--- config.mk ---
export PLATFORM = sky130hd
export DESIGN_NAME = bconv_window_sequencer_flat
export DESIGN_NICKNAME = d
export VERILOG_FILES = /design/src/rtl/bconv_window_sequencer_if.sv /design/src/rtl/bconv_window_sequencer.sv /design/src/flat_wrapper.sv
export SDC_FILE = /design/constraint.sdc
export NUM_CORES = 1
export LEC_CHECK = 0
export CORE_MARGIN = 2
export CORE_UTILIZATION = 45
export CTS_BUF_LIST = sky130_fd_sc_hd__clkbuf_2 sky130_fd_sc_hd__clkbuf_4 sky130_fd_sc_hd__clkbuf_8
export DETAILED_ROUTE_END_ITERATION = 8
export PLACE_DENSITY = 0.74
export SYNTH_ARGS = -nofsm -noshare
export SYNTH_HDL_FRONTEND = slang
export SYNTH_SLANG_ARGS = --single-unit
--- constraint.sdc ---
create_clock -name clk -period 17.1 [get_ports clk]
set_input_delay 1.71 -clock clk [delete_from_list [all_inputs] [get_ports clk]]
set_output_delay 1.71 -clock clk [all_outputs]
set_load 0.01 [all_outputs]
--- src/rtl/bconv_window_sequencer_if.sv ---
// Image-row read port and output-pixel port of the binary 3x3 window sequencer.
// The master side is the sequencer; the slave side is memory plus consumer.
interface bconv_window_sequencer_if #(
    parameter int IMG_W = 28,
    parameter int THR_W = 4
);
    logic             start;
    logic [8:0]       kernel_i;
    logic [THR_W-1:0] thresh_i;
    logic             rd_en;
    logic [4:0]       rd_row;
    logic [IMG_W-1:0] rd_data;
    logic             o_valid;
    logic             o_ready;
    logic [4:0]       o_row;
    logic [4:0]       o_col;
    logic             o_bit;
    logic [THR_W-1:0] o_popcnt;
    logic             busy;
    logic             done;

    modport master (
        input  start, kernel_i, thresh_i, rd_data, o_ready,
        output rd_en, rd_row, o_valid, o_row, o_col,
        output o_bit, o_popcnt, busy, done
    );

    modport slave (
        output start, kernel_i, thresh_i, rd_data, o_ready,
        input  rd_en, rd_row, o_valid, o_row, o_col,
        input  o_bit, o_popcnt, busy, done
    );
endinterface

--- src/rtl/bconv_window_sequencer.sv ---
// Binary 3x3 convolution sequencer: fills a 3-row line buffer from row memory
// and sweeps the window, emitting XNOR-popcount thresholded pixels.
module bconv_window_sequencer #(
    parameter int IMG_W = 28,
    parameter int IMG_H = 28,
    parameter int THR_W = 4
) (
    input  logic                      clk,
    input  logic                      rst_n,
    bconv_window_sequencer_if.master  bus
);
    localparam logic [4:0] LAST_C = 5'(IMG_W - 3);
    localparam logic [4:0] LAST_R = 5'(IMG_H - 3);

    typedef enum logic [1:0] {
        S_IDLE,
        S_FILL,
        S_SWEEP,
        S_DONE
    } state_t;

    state_t           r_state;
    state_t           w_next;
    logic [8:0]       r_kernel;
    logic [THR_W-1:0] r_thresh;
    logic [IMG_W-1:0] r_buf0;
    logic [IMG_W-1:0] r_buf1;
    logic [IMG_W-1:0] r_buf2;
    logic [4:0]       r_orow;
    logic [4:0]       r_col;
    logic [4:0]       r_rd_row;
    logic [1:0]       r_need;
    logic [1:0]       r_issued;
    logic             r_cap;

    logic             w_fill;
    logic             w_sweep;
    logic             w_rd_en;
    logic             w_fire;
    logic             w_last_col;
    logic [IMG_W-1:0] w_sh0;
    logic [IMG_W-1:0] w_sh1;
    logic [IMG_W-1:0] w_sh2;
    logic [8:0]       w_win;
    logic [8:0]       w_match;
    logic [THR_W-1:0] w_pc;

    assign w_fill     = (r_state == S_FILL);
    assign w_sweep    = (r_state == S_SWEEP);
    assign w_rd_en    = w_fill && (r_issued != r_need);
    assign w_fire     = w_sweep && bus.o_ready;
    assign w_last_col = (r_col == LAST_C);

    // Window bit 3*kr+kc comes from buffer row kr at column col+kc.
    assign w_sh0   = r_buf0 >> r_col;
    assign w_sh1   = r_buf1 >> r_col;
    assign w_sh2   = r_buf2 >> r_col;
    assign w_win   = {w_sh2[2:0], w_sh1[2:0], w_sh0[2:0]};
    assign w_match = ~(w_win ^ r_kernel);

    always_comb begin
        w_pc = '0;
        for (int i = 0; i < 9; i++) begin
            w_pc = w_pc + THR_W'(w_match[i]);
        end
    end

    always_comb begin
        w_next = r_state;
        unique case (r_state)
            S_IDLE: begin
                if (bus.start) w_next = S_FILL;
            end
            S_FILL: begin
                if (r_cap && !w_rd_en) w_next = S_SWEEP;
            end
            S_SWEEP: begin
                if (w_fire && w_last_col) begin
                    w_next = (r_orow == LAST_R) ? S_DONE : S_FILL;
                end
            end
            S_DONE: begin
                w_next = S_IDLE;
            end
            default: w_next = S_IDLE;
        endcase
    end

    always_ff @(posedge clk or negedge rst_n) begin
        if (!rst_n) begin
            r_state <= S_IDLE;
        end else begin
            r_state <= w_next;
        end
    end

    always_ff @(posedge clk or negedge rst_n) begin
        if (!rst_n) begin
            r_kernel <= '0;
            r_thresh <= '0;
            r_orow   <= '0;
            r_col    <= '0;
            r_rd_row <= '0;
            r_need   <= '0;
            r_issued <= '0;
        end else begin
            unique case (r_state)
                S_IDLE: begin
                    if (bus.start) begin
                        r_kernel <= bus.kernel_i;
                        r_thresh <= bus.thresh_i;
                        r_orow   <= '0;
                        r_col    <= '0;
                        r_rd_row <= '0;
                        r_need   <= 2'd3;
                        r_issued <= '0;
                    end
                end
                S_FILL: begin
                    if (w_rd_en) begin
                        r_rd_row <= r_rd_row + 5'd1;
                        r_issued <= r_issued + 2'd1;
                    end
                    if (r_cap && !w_rd_en) r_col <= '0;
                end
                S_SWEEP: begin
                    if (w_fire) begin
                        if (w_last_col) begin
                            r_col <= '0;
                            if (r_orow != LAST_R) begin
                                r_orow   <= r_orow + 5'd1;
                                r_rd_row <= r_orow + 5'd3;
                                r_need   <= 2'd1;
                                r_issued <= '0;
                            end
                        end else begin
                            r_col <= r_col + 5'd1;
                        end
                    end
                end
                default: ;
            endcase
        end
    end

    // Read data returns one cycle after its strobe and shifts in as the new bottom row.
    always_ff @(posedge clk or negedge rst_n) begin
        if (!rst_n) begin
            r_cap  <= 1'b0;
            r_buf0 <= '0;
            r_buf1 <= '0;
            r_buf2 <= '0;
        end else begin
            r_cap <= w_rd_en;
            if (r_cap) begin
                r_buf0 <= r_buf1;
                r_buf1 <= r_buf2;
                r_buf2 <= bus.rd_data;
            end
        end
    end

    assign bus.rd_en    = w_rd_en;
    assign bus.rd_row   = w_rd_en ? r_rd_row : 5'd0;
    assign bus.o_valid  = w_sweep;
    assign bus.o_row    = w_sweep ? r_orow : 5'd0;
    assign bus.o_col    = w_sweep ? r_col : 5'd0;
    assign bus.o_popcnt = w_sweep ? w_pc : '0;
    assign bus.o_bit    = w_sweep && (w_pc >= r_thresh);
    assign bus.busy     = (r_state != S_IDLE);
    assign bus.done     = (r_state == S_DONE);
endmodule

--- src/flat_wrapper.sv ---
// flat-port wrapper written by rule: the top's interface ports become plain ports
module bconv_window_sequencer_flat 
#(
    parameter int IMG_W = 28,
    parameter int IMG_H = 28,
    parameter int THR_W = 4
)
  (clk, rst_n, bus_start, bus_kernel_i, bus_thresh_i, bus_rd_data, bus_o_ready, bus_rd_en, bus_rd_row, bus_o_valid, bus_o_row, bus_o_col, bus_o_bit, bus_o_popcnt, bus_busy, bus_done);
  bconv_window_sequencer_if #(.IMG_W(IMG_W), .THR_W(THR_W)) bus_i ();
  input  logic clk;
  input  logic rst_n;
  input wire logic [$bits(bus_i.start)-1:0] bus_start;
  input wire logic [$bits(bus_i.kernel_i)-1:0] bus_kernel_i;
  input wire logic [$bits(bus_i.thresh_i)-1:0] bus_thresh_i;
  input wire logic [$bits(bus_i.rd_data)-1:0] bus_rd_data;
  input wire logic [$bits(bus_i.o_ready)-1:0] bus_o_ready;
  output wire logic [$bits(bus_i.rd_en)-1:0] bus_rd_en;
  output wire logic [$bits(bus_i.rd_row)-1:0] bus_rd_row;
  output wire logic [$bits(bus_i.o_valid)-1:0] bus_o_valid;
  output wire logic [$bits(bus_i.o_row)-1:0] bus_o_row;
  output wire logic [$bits(bus_i.o_col)-1:0] bus_o_col;
  output wire logic [$bits(bus_i.o_bit)-1:0] bus_o_bit;
  output wire logic [$bits(bus_i.o_popcnt)-1:0] bus_o_popcnt;
  output wire logic [$bits(bus_i.busy)-1:0] bus_busy;
  output wire logic [$bits(bus_i.done)-1:0] bus_done;
  assign bus_i.start = bus_start;
  assign bus_i.kernel_i = bus_kernel_i;
  assign bus_i.thresh_i = bus_thresh_i;
  assign bus_i.rd_data = bus_rd_data;
  assign bus_i.o_ready = bus_o_ready;
  assign bus_rd_en = bus_i.rd_en;
  assign bus_rd_row = bus_i.rd_row;
  assign bus_o_valid = bus_i.o_valid;
  assign bus_o_row = bus_i.o_row;
  assign bus_o_col = bus_i.o_col;
  assign bus_o_bit = bus_i.o_bit;
  assign bus_o_popcnt = bus_i.o_popcnt;
  assign bus_busy = bus_i.busy;
  assign bus_done = bus_i.done;
  bconv_window_sequencer #(.IMG_W(IMG_W), .IMG_H(IMG_H), .THR_W(THR_W)) u_core (.clk(clk), .rst_n(rst_n), .bus(bus_i));
endmodule
## After elaboration in Yosys (flattened, before gate mapping)

Index checks and enable logic that the tools add are counted.
Widths: inputs -> output; s select.

- Logic and storage cells: 94
- Input bits: 45
- Register bits: 119

- Shifts and indexed selects: 3
- Reductions and logical operators: 15
- Mux-type cells: 34
- $add $sub $neg: 13
- Bitwise logic cells: 2
- $lt $le $gt $ge: 1
- Equality and inequality tests: 14

Operators with widths:

| operator | count |
|---|---|
| $shr 28x5->3 | 3 |
| $mux 5 | 14 |
| $pmux 5 s3 | 2 |
| $add 4x1->4 | 7 |
| $mux 2 | 13 |
| $add 5x1->5 const B | 3 |
| $ne 2x2->1 const B | 7 |
| $eq 5x5->1 const B | 2 |
| $pmux 5 s2 | 1 |
| $not 9->9 | 1 |
| $xor 9x9->9 | 1 |
| $pmux 2 s4 | 1 |
| $pmux 2 s3 | 1 |
| $reduce_and 6->1 | 1 |
| $add 5x2->5 const B | 1 |
| $logic_and 1x1->1 | 5 |
| $ne 5x5->1 const B | 1 |
| $reduce_and 5->1 | 1 |
| $eq 2x2->1 const B | 2 |
| $ge 4x4->1 | 1 |
| $mux 4 | 1 |
| $pmux 2 s2 | 1 |
| $reduce_and 4->1 | 1 |
| $reduce_bool 2->1 | 2 |
| 9 further kinds | 9 |

## Logic depth before layout (Yosys ltp)

Gate-level depths: netlist (run 1).

- Word-level depth: 13
- Gate-level depth with buffers: 22

## Worst setup path before layout (run 1)

Ideal clock, no wire load.

- Path type: register to output
- Start: reg u_core.r_col[0]
- End: out bus_o_bit
- Arrival time: 5.052 ns
- Stages on the path, launching flop included: 21
- Path buffers: 2
- Setup slack: 10.338 ns
- Data required time: 15.390 ns
- Cell sequence: dfrtp_1 > buf_6 > buf_6 > mux2_2 > a221oi_1 > a21oi_1 > o21ai_1 > xor2_1 > ha_1 > inv_1 > fa_1 > fa_1 > inv_1 > fa_1 > ha_1 > fa_1 > ha_1 > a21o_1 > a21o_1 > a21oi_1 > nor2_1

- Word-level cells in the longest chain between the ends: 13

Ends and longest elaborated chain:

| what | line | RTL |
|---|---|---|
| from (decl) | bconv_window_sequencer.sv:30 | `logic [4:0] r_col;` |
| from (signal assigned) | bconv_window_sequencer.sv:137 | `r_col <= r_col + 5'd1;` |
| $shr 28x5->3 | bconv_window_sequencer.sv:55 | `assign w_sh0 = r_buf0 >> r_col;` |
| $xor 9x9->9 * | bconv_window_sequencer.sv:59 | `assign w_match = ~(w_win ^ r_kernel);` |
| $not 9->9 * | bconv_window_sequencer.sv:59 |  |
| $add 1x1->2 | bconv_window_sequencer.sv:64 | `w_pc = w_pc + THR_W'(w_match[i]);` |
| $add 4x1->4 (6 in a row) | bconv_window_sequencer.sv:64 |  |
| $add 4x1->4 * | bconv_window_sequencer.sv:64 |  |
| $ge 4x4->1 * | bconv_window_sequencer.sv:169 | `assign bus.o_bit = w_sweep && (w_pc >= r_thresh);` |
| $logic_and 1x1->1 * | bconv_window_sequencer.sv:169 |  |
| to (decl) | flat_wrapper.sv:22 | `output wire logic [$bits(bus_i.o_bit)-1:0] bus_o_bit;` |

Mark *: on every way between the ends. The rest lies on a longest branch, timed or not.

## Final worst setup path (run 1)

Ends and elaborated chain as after synthesis.

==> impl_metrics.env, run 1 <==
export IMPL_placementRows=47
export IMPL_netlist_cell_type_count=62
export IMPL_postSynthNetCount=676
export IMPL_die_x_um=133
export IMPL_mappedNetlistArea_um2=7470
export IMPL_route_detailed_vias_per_inst=5.87
export IMPL_worst_clock_skew_ps=10.2
export IMPL_finish_net_count=729
export IMPL_layout_cells_most_common="sky130_fd_sc_hd__dfrtp_1"
export IMPL_postSynthRegisterBits=119
export IMPL_place_detailed_hpwl_mm=12.0
export IMPL_result_of_the_run="finished clean"
export IMPL_first_pass_grt_wire_length_mm=28.8
export IMPL_worst_path_bufs_invs=4
export IMPL_global_route_usage_met1_pct=27.6
export IMPL_insertedDiodeCount=0
export IMPL_global_route_overflow_total=0
export IMPL_clock_tree_buffer_depth=2
export IMPL_first_pass_detailed_route_iteration_total=5
export IMPL_seq_total_area_yosys_pct=39.9
export IMPL_post_cts_resized=0
export IMPL_antenna_found_initial=0
export IMPL_crit_chain="buf_4 > mux2_2 > a221oi_1 > a32oi_1 > o21ai_1 > xor2_1 > ha_1 > inv_1 > fa_1 > fa_1 > inv_1 > fa_1 > ha_1 > fa_1 > ha_1 > a21o_1 > a21o_1 > a21oi_1 > nor2_1 > clkdlybuf4s50_1"
export IMPL_cts_buffers=17
export IMPL_worst_path_max_delay_cell="sky130_fd_sc_hd__buf_4"
export IMPL_die_area_um2=17600
export IMPL_cts_hold_repair_buffers=0
export IMPL_finalWirelength_mm=17.2
export IMPL_areaGrowthSynthToFinish_pct=16.4
export IMPL_final_hold_violation_count=0
export IMPL_criticalPathCategory="register to output port"
export IMPL_met3_usage_pct=5.13
export IMPL_layout_cells_non_filler=891
export IMPL_timing_max_slew_rel_slack_pct=25.5
export IMPL_period_share_pct=50.4
export IMPL_port_buffers=68
export IMPL_dpl_cell_count=859
export IMPL_max_freq_ghz=0.116
export IMPL_tightest_slew_ps=1120
export IMPL_mostFrequentLayoutCells="sky130_fd_sc_hd__dfrtp_1, sky130_fd_sc_hd__mux2_2, sky130_fd_sc_hd__clkdlybuf4s50_1"
export IMPL_number_of_synthesized_flops_with_an_enable_pin=0
export IMPL_detailed_route_via_count=5230
export IMPL_grt_max_degree=86
export IMPL_utilization_pct=53.0
export IMPL_min_path_type="register to register"
export IMPL_via_count_of_the_first_global_routing_pass=5481
export IMPL_clock_tree_from_tritoncts="done"
export IMPL_postSynth_topFlopCell="sky130_fd_sc_hd__dfrtp_1"
export IMPL_drt_iter0_drc=355
export IMPL_synth_async_reset_ratio_pct=100
export IMPL_endpoint_kind="output port"
export IMPL_slowest_delay_ps=730
export IMPL_crit_arrival_ps=6910
export IMPL_worst_skew_pair_late_latency_ps=450
export IMPL_setup_viol=0
export IMPL_cp_max_fo=55
export IMPL_fp_dieH_um=133
export IMPL_clock_sinks=119
export IMPL_clockRootBuffer="sky130_fd_sc_hd__clkbuf_8"
export IMPL_routedWlPerCell_um=19.3
export IMPL_rsz0062_at_grt="false"
export IMPL_final_setup_tns_ps=0
export IMPL_antenna_left=0
export IMPL_synthCells=605
export IMPL_gp_routability_congestion=0.925
export IMPL_h_tree_depth=4
export IMPL_synth_warnings=0
export IMPL_cts_reportedPaths_clkPinSlew_ps=70
export IMPL_syn_area_per_cell_um2=12.3
export IMPL_tmin_final_ps=8620
export IMPL_critPathRequiredTime_ps=15390
export IMPL_grt_busiest_layer="met2"
export IMPL_critical_path_top_cell_by_count="sky130_fd_sc_hd__fa_1"
export IMPL_post_cts_setup_buffer_count=0
export IMPL_effective_utilization_at_floorplan_pct=45.5
export IMPL_path_delay_family="adder cells"
export IMPL_maxCapViolCount=0
export IMPL_timing_final_max_slew_violations=0
export IMPL_design_core_area_um2=16400
export IMPL_number_of_top_level_pins=69
export IMPL_gr_util_met2_pct=32.6
export IMPL_globalRouteTotalUtil_pct=20.7
export IMPL_ratio_of_cells_with_drive_above_1_in_the_final_layout_pct=29.7
export IMPL_number_of_remaining_drc_errors=0
export IMPL_startpoint_type="register"
cell families after synthesis:
family	after synthesis	synth area share, %
compound gates	92	8.48
xor+xnor	15	1.76
fa+ha+maj	26	4.86
buf+inv	59	4.06
flops	119	39.9
mux	183	33.2
simple gates	111	7.73
worst register-to-register path, cell delays in order (launching register included):
cell and delay [ps]:
sky130_fd_sc_hd__dfrtp_1 360, sky130_fd_sc_hd__buf_4 270, sky130_fd_sc_hd__inv_1 520, sky130_fd_sc_hd__ha_1 260, sky130_fd_sc_hd__nand4b_1 220, sky130_fd_sc_hd__o21ai_0 410
sky130_fd_sc_hd__nand3_1 410, sky130_fd_sc_hd__o21ai_0 260, sky130_fd_sc_hd__o21ai_0 120
synth_stat cells (all sizes together), types with 3 or more instances:
cell | count | share of area [%]
o21ai | 35 | 2.4
nand2b | 10 | 0.84
buf | 21 | 2.1
a32oi | 3 | 0.35
mux4 | 36 | 11
a221oi | 8 | 1.1
inv | 19 | 0.96
a22o | 4 | 0.47
dfrtp | 119 | 40
mux2 | 120 | 18
fa | 5 | 1.3
nor2 | 17 | 0.85
nand3 | 11 | 0.74
nor3b | 3 | 0.30
a22oi | 6 | 0.67
nor2b | 7 | 0.59
nand4 | 3 | 0.25
ha | 21 | 3.5
xnor2 | 9 | 1.1
mux2i | 27 | 3.6
o31ai | 3 | 0.30
xor2 | 6 | 0.70
nand2 | 30 | 1.5
nor3 | 3 | 0.20
a31oi | 4 | 0.34
and2 | 15 | 1.3
clkbuf | 18 | 0.90
a21oi | 11 | 0.79
path summary, 6_finish.rpt:
check	cells after the start	to	start	slack [ps]
max	20	bus_o_bit	u_core.r_col[0]	8480
min	1	u_core.r_need[0]	u_core.r_need[0]	490
max reg2reg	8	u_core.r_rd_row[3]	u_core.r_col[1]	14130
min reg2reg	1	u_core.r_need[0]	u_core.r_need[0]	490
max in group asynchronous	2	u_core.r_buf0[11]	rst_n	14510
min in group asynchronous	1	u_core.r_thresh[0]	rst_n	1300
area by class of cell:
class                   count  area (µm²)
clock inverters             8         143
multi-input cells         427        4190
fillers                  1351        7720
well taps                 220         275
flip-flops and latches    119        2990
clock buffers              24         312
inverters                  20        75.1
repair buffers             73         716
metal layers:
metal  share of wire [%]  vias to the layer above
li1                    -                     2369
met3                 5.4                       25
met5                   0                        -
met1                  45                     2671
met2                  48                      165
met4                 1.9                        0
per-stage QoR:
stage	hold slack (ps)	setup WS (ps)	instance area, µm²
after floorplan	456	10340	7470
after global placement	474	9060	8240
after detailed placement	479	8930	8240
after CTS	494	8450	8690
after global routing	535	8170	8690
final	490	8480	8690
flip-flops by register name (all words and copies together), names as in the netlist, 4 cells and up:
signal and count:
u_core.r_kernel 9, u_core.r_orow 5, u_core.r_thresh 4, u_core.r_rd_row 5, u_core.r_buf1 28, u_core.r_col 5
u_core.r_buf0 28, u_core.r_buf2 28
Power of run 1 is left out: the tool's default activity adds up to more than one toggle a clock period on the data nets, which glitch-free logic cannot reach.
==> run 2, diff against run 1 <==
--- a/config.mk
+++ b/config.mk
@@ -9,7 +9,7 @@
 export CORE_UTILIZATION = 45
 export CTS_BUF_LIST = sky130_fd_sc_hd__clkbuf_2 sky130_fd_sc_hd__clkbuf_4 sky130_fd_sc_hd__clkbuf_8
 export DETAILED_ROUTE_END_ITERATION = 8
-export PLACE_DENSITY = 0.74
+export PLACE_DENSITY = 0.76
 export SYNTH_ARGS = -nofsm -noshare
 export SYNTH_HDL_FRONTEND = slang
 export SYNTH_SLANG_ARGS = --single-unit
==> constraint.sdc (replaced) <==
create_clock -name clk -period 7.5 [get_ports clk]
set_input_delay 0.75 -clock clk [delete_from_list [all_inputs] [get_ports clk]]
set_output_delay 0.75 -clock clk [all_outputs]
set_load 0.01 [all_outputs]
==> impl_metrics.env, run 2 (synthesized netlist as in run 1, its figures left out) <==
export IMPL_result_of_the_run="finished clean"
export IMPL_cp_max_fo=20
export IMPL_maxCapViolCount=0
export IMPL_cts_hold_repair_buffers=0
export IMPL_final_hold_violation_count=0
export IMPL_detailed_route_via_count=5321
export IMPL_first_pass_grt_wire_length_mm=29.0
export IMPL_cts_buffers=17
export IMPL_effective_utilization_at_floorplan_pct=45.5
export IMPL_timing_max_slew_rel_slack_pct=26.6
export IMPL_startpoint_type="register"
export IMPL_die_x_um=133
export IMPL_criticalPathCategory="register to output port"
export IMPL_finalWirelength_mm=17.9
export IMPL_grt_max_degree=86
export IMPL_critPathRequiredTime_ps=6750
export IMPL_clockRootBuffer="sky130_fd_sc_hd__clkbuf_8"
export IMPL_routedWlPerCell_um=20.0
export IMPL_route_detailed_vias_per_inst=5.92
export IMPL_final_setup_tns_ps=0
export IMPL_endpoint_kind="output port"
export IMPL_max_freq_ghz=0.140
export IMPL_layout_cells_non_filler=899
export IMPL_insertedDiodeCount=0
export IMPL_antenna_found_initial=0
export IMPL_clock_tree_from_tritoncts="done"
export IMPL_finish_net_count=737
export IMPL_clock_tree_buffer_depth=2
export IMPL_utilization_pct=53.3
export IMPL_drt_iter0_drc=369
export IMPL_nFillCells=1362
export IMPL_number_of_remaining_drc_errors=0
export IMPL_crit_arrival_ps=6420
export IMPL_clock_sinks=119
export IMPL_gp_routability_congestion=0.886
export IMPL_globalRouteTotalUtil_pct=21.2
export IMPL_timing_final_max_slew_violations=0
export IMPL_design_core_area_um2=16400
export IMPL_port_buffers=68
export IMPL_worst_clock_skew_ps=14.5
export IMPL_tmin_final_ps=7170
export IMPL_reg_largest_list="u_core.r_buf0: 28 flops, u_core.r_buf1: 28 flops, u_core.r_buf2: 28 flops"
export IMPL_via_count_of_the_first_global_routing_pass=5405
export IMPL_fp_dieH_um=133
export IMPL_worst_skew_pair_late_latency_ps=460
export IMPL_placementRows=47
export IMPL_number_of_top_level_pins=69
export IMPL_period_share_pct=95.6
export IMPL_min_path_type="input port to asynchronous set/reset pin"
export IMPL_mostFrequentLayoutCells="sky130_fd_sc_hd__dfrtp_1, sky130_fd_sc_hd__mux2_2, sky130_fd_sc_hd__clkdlybuf4s50_1"
export IMPL_areaGrowthSynthToFinish_pct=17.1
export IMPL_h_tree_depth=4
export IMPL_cts_reportedPaths_clkPinSlew_ps=70
export IMPL_die_area_um2=17600
export IMPL_dpl_cell_count=866
export IMPL_first_pass_detailed_route_iteration_total=5
export IMPL_antenna_left=0
export IMPL_ratio_of_cells_with_drive_above_1_in_the_final_layout_pct=30.6
export IMPL_global_route_overflow_total=0
export IMPL_tightest_slew_ps=1100
export IMPL_rsz0062_at_grt="false"
export IMPL_place_detailed_hpwl_mm=12.7
export IMPL_layout_cells_most_common="sky130_fd_sc_hd__dfrtp_1"
export IMPL_setup_viol=0
-- run 2: cell count changes in the layout (fill, tap and decap cells not counted) --
cell	before	now
sky130_fd_sc_hd__buf_4	6	13
sky130_fd_sc_hd__buf_12	0	1
sky130_fd_sc_hd__bufinv_16	4	3
sky130_fd_sc_hd__clkinvlp_4	1	2
sky130_fd_sc_hd__dfrtp_1	117	116
sky130_fd_sc_hd__dfrtp_2	0	1
-- run 2: metrics by stage --
step	instance area [µm²]	hold slack (ps)	worst slack, ps
after floorplan	7470	454	1700
after global placement	8290	473	774
after detailed placement	8290	487	609
after CTS	8720	351	99.3
after global routing	8740	382	73.1
final	8740	336	334
-- run 2: cell type report --
| cell class | count | area (µm²) | area share, % |
|---|---|---|---|
| multi-input combinational | 427 | 4190 | 47.9 |
| clock inverter | 8 | 120 | 1.37 |
| clock buffer | 24 | 312 | 3.56 |
| sequential | 119 | 2990 | 34.2 |
| tap | 220 | 275 | 3.15 |
| inverter | 20 | 75.1 | 0.859 |
| timing repair buffer | 81 | 788 | 9.02 |
-- run 2: path summary, 6_finish.rpt --
kind | from | end | slack, ps | cells past startpoint
max | u_core.r_col[1] | bus_o_bit | 330 | 20
min | rst_n | u_core.r_thresh[0] | 340 | 1
max reg2reg | u_core.r_state[0] | u_core.r_orow[4] | 4430 | 7
min reg2reg | u_core.r_need[0] | u_core.r_need[0] | 510 | 1
max in group asynchronous | rst_n | u_core.r_buf0[20] | 5840 | 2
min in group clk | u_core.r_need[0] | u_core.r_need[0] | 510 | 1
-- run 2: metal layers --
layer	share of wire (%)	GRT usage [%]	wire length (µm)	vias to the layer above
li1	-	-	-	2389
met1	44	28.5	7950	2712
met2	48	33.7	8590	188
met3	5.7	4.79	1010	32
met4	2.2	7.65	398	0
met5	0	0	0	-
-- run 2: critical path: stages (launching register included) --
cell                              delay [ps]
sky130_fd_sc_hd__dfrtp_1                 720
sky130_fd_sc_hd__buf_4                   390
sky130_fd_sc_hd__nor2b_1                 300
sky130_fd_sc_hd__a22oi_1                 180
sky130_fd_sc_hd__o311ai_1                110
sky130_fd_sc_hd__o21ai_1                 140
sky130_fd_sc_hd__xor2_1                  160
sky130_fd_sc_hd__ha_1                    270
sky130_fd_sc_hd__inv_1                    50
sky130_fd_sc_hd__fa_1                    510
sky130_fd_sc_hd__fa_1                    540
sky130_fd_sc_hd__inv_1                    50
sky130_fd_sc_hd__fa_1                    470
sky130_fd_sc_hd__ha_1                    240
sky130_fd_sc_hd__fa_1                    480
sky130_fd_sc_hd__ha_1                    300
sky130_fd_sc_hd__a21o_1                  160
sky130_fd_sc_hd__a21o_1                  180
sky130_fd_sc_hd__a21oi_1                 170
sky130_fd_sc_hd__nor2_1                   60
sky130_fd_sc_hd__clkdlybuf4s50_1         480
-- run 2: timing repair --
item,CTS,global route
setup endpoints to repair,0,1
gates resized for setup,0,1
setup buffers,0,1
Power of run 2 is left out for the same reason.
==> run 3, diff against run 2 <==
--- a/config.mk
+++ b/config.mk
@@ -6,10 +6,10 @@
 export NUM_CORES = 1
 export LEC_CHECK = 0
 export CORE_MARGIN = 2
-export CORE_UTILIZATION = 45
+export CORE_UTILIZATION = 54
 export CTS_BUF_LIST = sky130_fd_sc_hd__clkbuf_2 sky130_fd_sc_hd__clkbuf_4 sky130_fd_sc_hd__clkbuf_8
 export DETAILED_ROUTE_END_ITERATION = 8
-export PLACE_DENSITY = 0.76
+export PLACE_DENSITY = 0.88
 export SYNTH_ARGS = -nofsm -noshare
 export SYNTH_HDL_FRONTEND = slang
 export SYNTH_SLANG_ARGS = --single-unit
==> impl_metrics.env, run 3 (synthesized netlist as in run 1, its figures left out) <==
export IMPL_route_detailed_vias_per_inst=6.21
export IMPL_design_core_area_um2=13300
export IMPL_min_path_type="input port to asynchronous set/reset pin"
export IMPL_antenna_found_initial=0
export IMPL_stdcell_area_um2=8600
export IMPL_die_area_um2=14800
export IMPL_via_count_of_the_first_global_routing_pass=5341
export IMPL_tightest_slew_ps=1090
export IMPL_gp_routability_congestion=0.936
export IMPL_endpoint_kind="output port"
export IMPL_globalRouteTotalUtil_pct=25.3
export IMPL_period_share_pct=93.7
export IMPL_cp_max_fo=15
export IMPL_worst_r2r_cell_count=7
export IMPL_die_x_um=122
export IMPL_h_tree_depth=4
export IMPL_rsz0062_at_grt="false"
export IMPL_detailed_route_via_count=5286
export IMPL_critPathRequiredTime_ps=6750
export IMPL_max_freq_ghz=0.142
export IMPL_cts_buffers=17
export IMPL_ratio_of_cells_with_drive_above_1_in_the_final_layout_pct=30.1
export IMPL_preCtsSetupSlack_ps=749
export IMPL_finalWirelength_mm=17.2
export IMPL_tmin_final_ps=7030
export IMPL_cts_hold_repair_buffers=0
export IMPL_clock_tree_from_tritoncts="done"
export IMPL_timing_max_slew_rel_slack_pct=27.2
export IMPL_nFillCells=1007
export IMPL_mostFrequentLayoutCells="sky130_fd_sc_hd__dfrtp_1, sky130_fd_sc_hd__mux2_2, sky130_fd_sc_hd__clkdlybuf4s50_1"
export IMPL_placementRows=42
export IMPL_layout_cells_most_common="sky130_fd_sc_hd__dfrtp_1"
export IMPL_number_of_remaining_drc_errors=0
export IMPL_drt_iter0_drc=611
export IMPL_maxCapViolCount=0
export IMPL_routedWlPerCell_um=20.3
export IMPL_cts_reportedPaths_clkPinSlew_ps=70
export IMPL_antenna_left=0
export IMPL_effective_utilization_at_floorplan_pct=55.9
export IMPL_worst_skew_pair_late_latency_ps=460
export IMPL_insertedDiodeCount=0
export IMPL_first_pass_grt_wire_length_mm=28.4
export IMPL_placed_area_um2=8200
export IMPL_setup_viol=0
export IMPL_fp_dieH_um=122
export IMPL_reg_largest_list="u_core.r_buf0: 28 flops, u_core.r_buf1: 28 flops, u_core.r_buf2: 28 flops"
export IMPL_number_of_top_level_pins=69
export IMPL_first_pass_detailed_route_iteration_total=7
export IMPL_port_buffers=68
export IMPL_clock_sinks=119
export IMPL_place_detailed_hpwl_mm=12.2
export IMPL_crit_arrival_ps=6280
export IMPL_whs_ps=298
export IMPL_clockRootBuffer="sky130_fd_sc_hd__clkbuf_8"
export IMPL_result_of_the_run="finished clean"
export IMPL_final_hold_violation_count=0
export IMPL_worst_clock_skew_ps=15.1
export IMPL_setup_slack_ps=471
export IMPL_areaGrowthSynthToFinish_pct=15.2
export IMPL_finish_net_count=733
export IMPL_grt_max_degree=86
export IMPL_global_route_overflow_total=0
export IMPL_timing_final_max_slew_violations=0
export IMPL_clock_tree_buffer_depth=2
export IMPL_criticalPathCategory="register to output port"
export IMPL_startpoint_type="register"
export IMPL_final_setup_tns_ps=0
==> run 3: changes by cell type in the layout (fill, tap and decap cells not counted) <==
cell	delta
sky130_fd_sc_hd__buf_6	+1
sky130_fd_sc_hd__buf_4	-5
sky130_fd_sc_hd__clkinv_2	+3
sky130_fd_sc_hd__bufinv_16	-2
sky130_fd_sc_hd__clkbuf_8	-1
sky130_fd_sc_hd__dfrtp_2	-1
sky130_fd_sc_hd__dfrtp_1	+1
==> run 3: final timing paths <==
path | start | end | slack (ps)
min | rst_n | u_core.r_kernel[3] | 300
min reg2reg | u_core.r_need[0] | u_core.r_need[0] | 490
min in group clk | u_core.r_need[0] | u_core.r_need[0] | 490
max reg2reg | u_core.r_col[1] | u_core.r_rd_row[3] | 4660
max in group asynchronous | rst_n | u_core.r_col[0] | 5810
max | u_core.r_col[2] | bus_o_bit | 470
==> run 3: through the flow <==
| stage | std cells | utilization (%) |
|---|---|---|
| finish | 851 | 64.4 |
| global route | 851 | 64.4 |
| CTS | 850 | 64.3 |
| detailed placement | 818 | 61.5 |
| global placement | 818 | 61.5 |
| floorplan | 605 | - |
==> run 3: metal layers <==
layer	routed length [µm]	up-vias	GRT usage, %	part of all wire (%)
met1	7300	2658	33.6	42
met4	405	0	9.20	2.3
met2	8240	228	40.4	48
li1	-	2373	-	-
met3	1290	27	6.74	7.5
met5	0	-	0	0
==> run 3: final cells by class <==
| cell class | count | area, µm² | share of cell area, % |
|---|---|---|---|
| Timing Repair Buffer | 77 | 762 | 8.86 |
| Clock buffer | 23 | 298 | 3.46 |
| Multi-Input combinational cell | 427 | 4190 | 48.7 |
| Sequential cell | 119 | 2990 | 34.7 |
| Clock inverter | 9 | 75.1 | 0.873 |
| Inverter | 20 | 75.1 | 0.873 |
| Tap cell | 176 | 220 | 2.56 |
==> run 3: worst max-delay path: stages (launching register included) <==
cell and delay (ps):
sky130_fd_sc_hd__dfrtp_1 590, sky130_fd_sc_hd__buf_4 310, sky130_fd_sc_hd__and3b_1 290, sky130_fd_sc_hd__a221oi_1 390, sky130_fd_sc_hd__a32oi_1 160, sky130_fd_sc_hd__o21ai_1 110, sky130_fd_sc_hd__xor2_1 90, sky130_fd_sc_hd__ha_1 280
sky130_fd_sc_hd__inv_1 50, sky130_fd_sc_hd__fa_1 500, sky130_fd_sc_hd__fa_1 540, sky130_fd_sc_hd__inv_1 50, sky130_fd_sc_hd__fa_1 470, sky130_fd_sc_hd__ha_1 240, sky130_fd_sc_hd__fa_1 460, sky130_fd_sc_hd__ha_1 290
sky130_fd_sc_hd__a21o_1 150, sky130_fd_sc_hd__a21o_1 170, sky130_fd_sc_hd__a21oi_1 150, sky130_fd_sc_hd__nor2_1 50, sky130_fd_sc_hd__clkdlybuf4s50_1 470
==> run 3: timing repair <==
| action | in CTS | in global routing |
|---|---|---|
| endpoints found under the setup margin | 0 | 1 |
| endpoints found under the hold margin | 0 | 0 |
| resized for setup | 0 | 1 |
| setup buffers | 0 | 1 |
Power of run 3 is left out for the same reason.
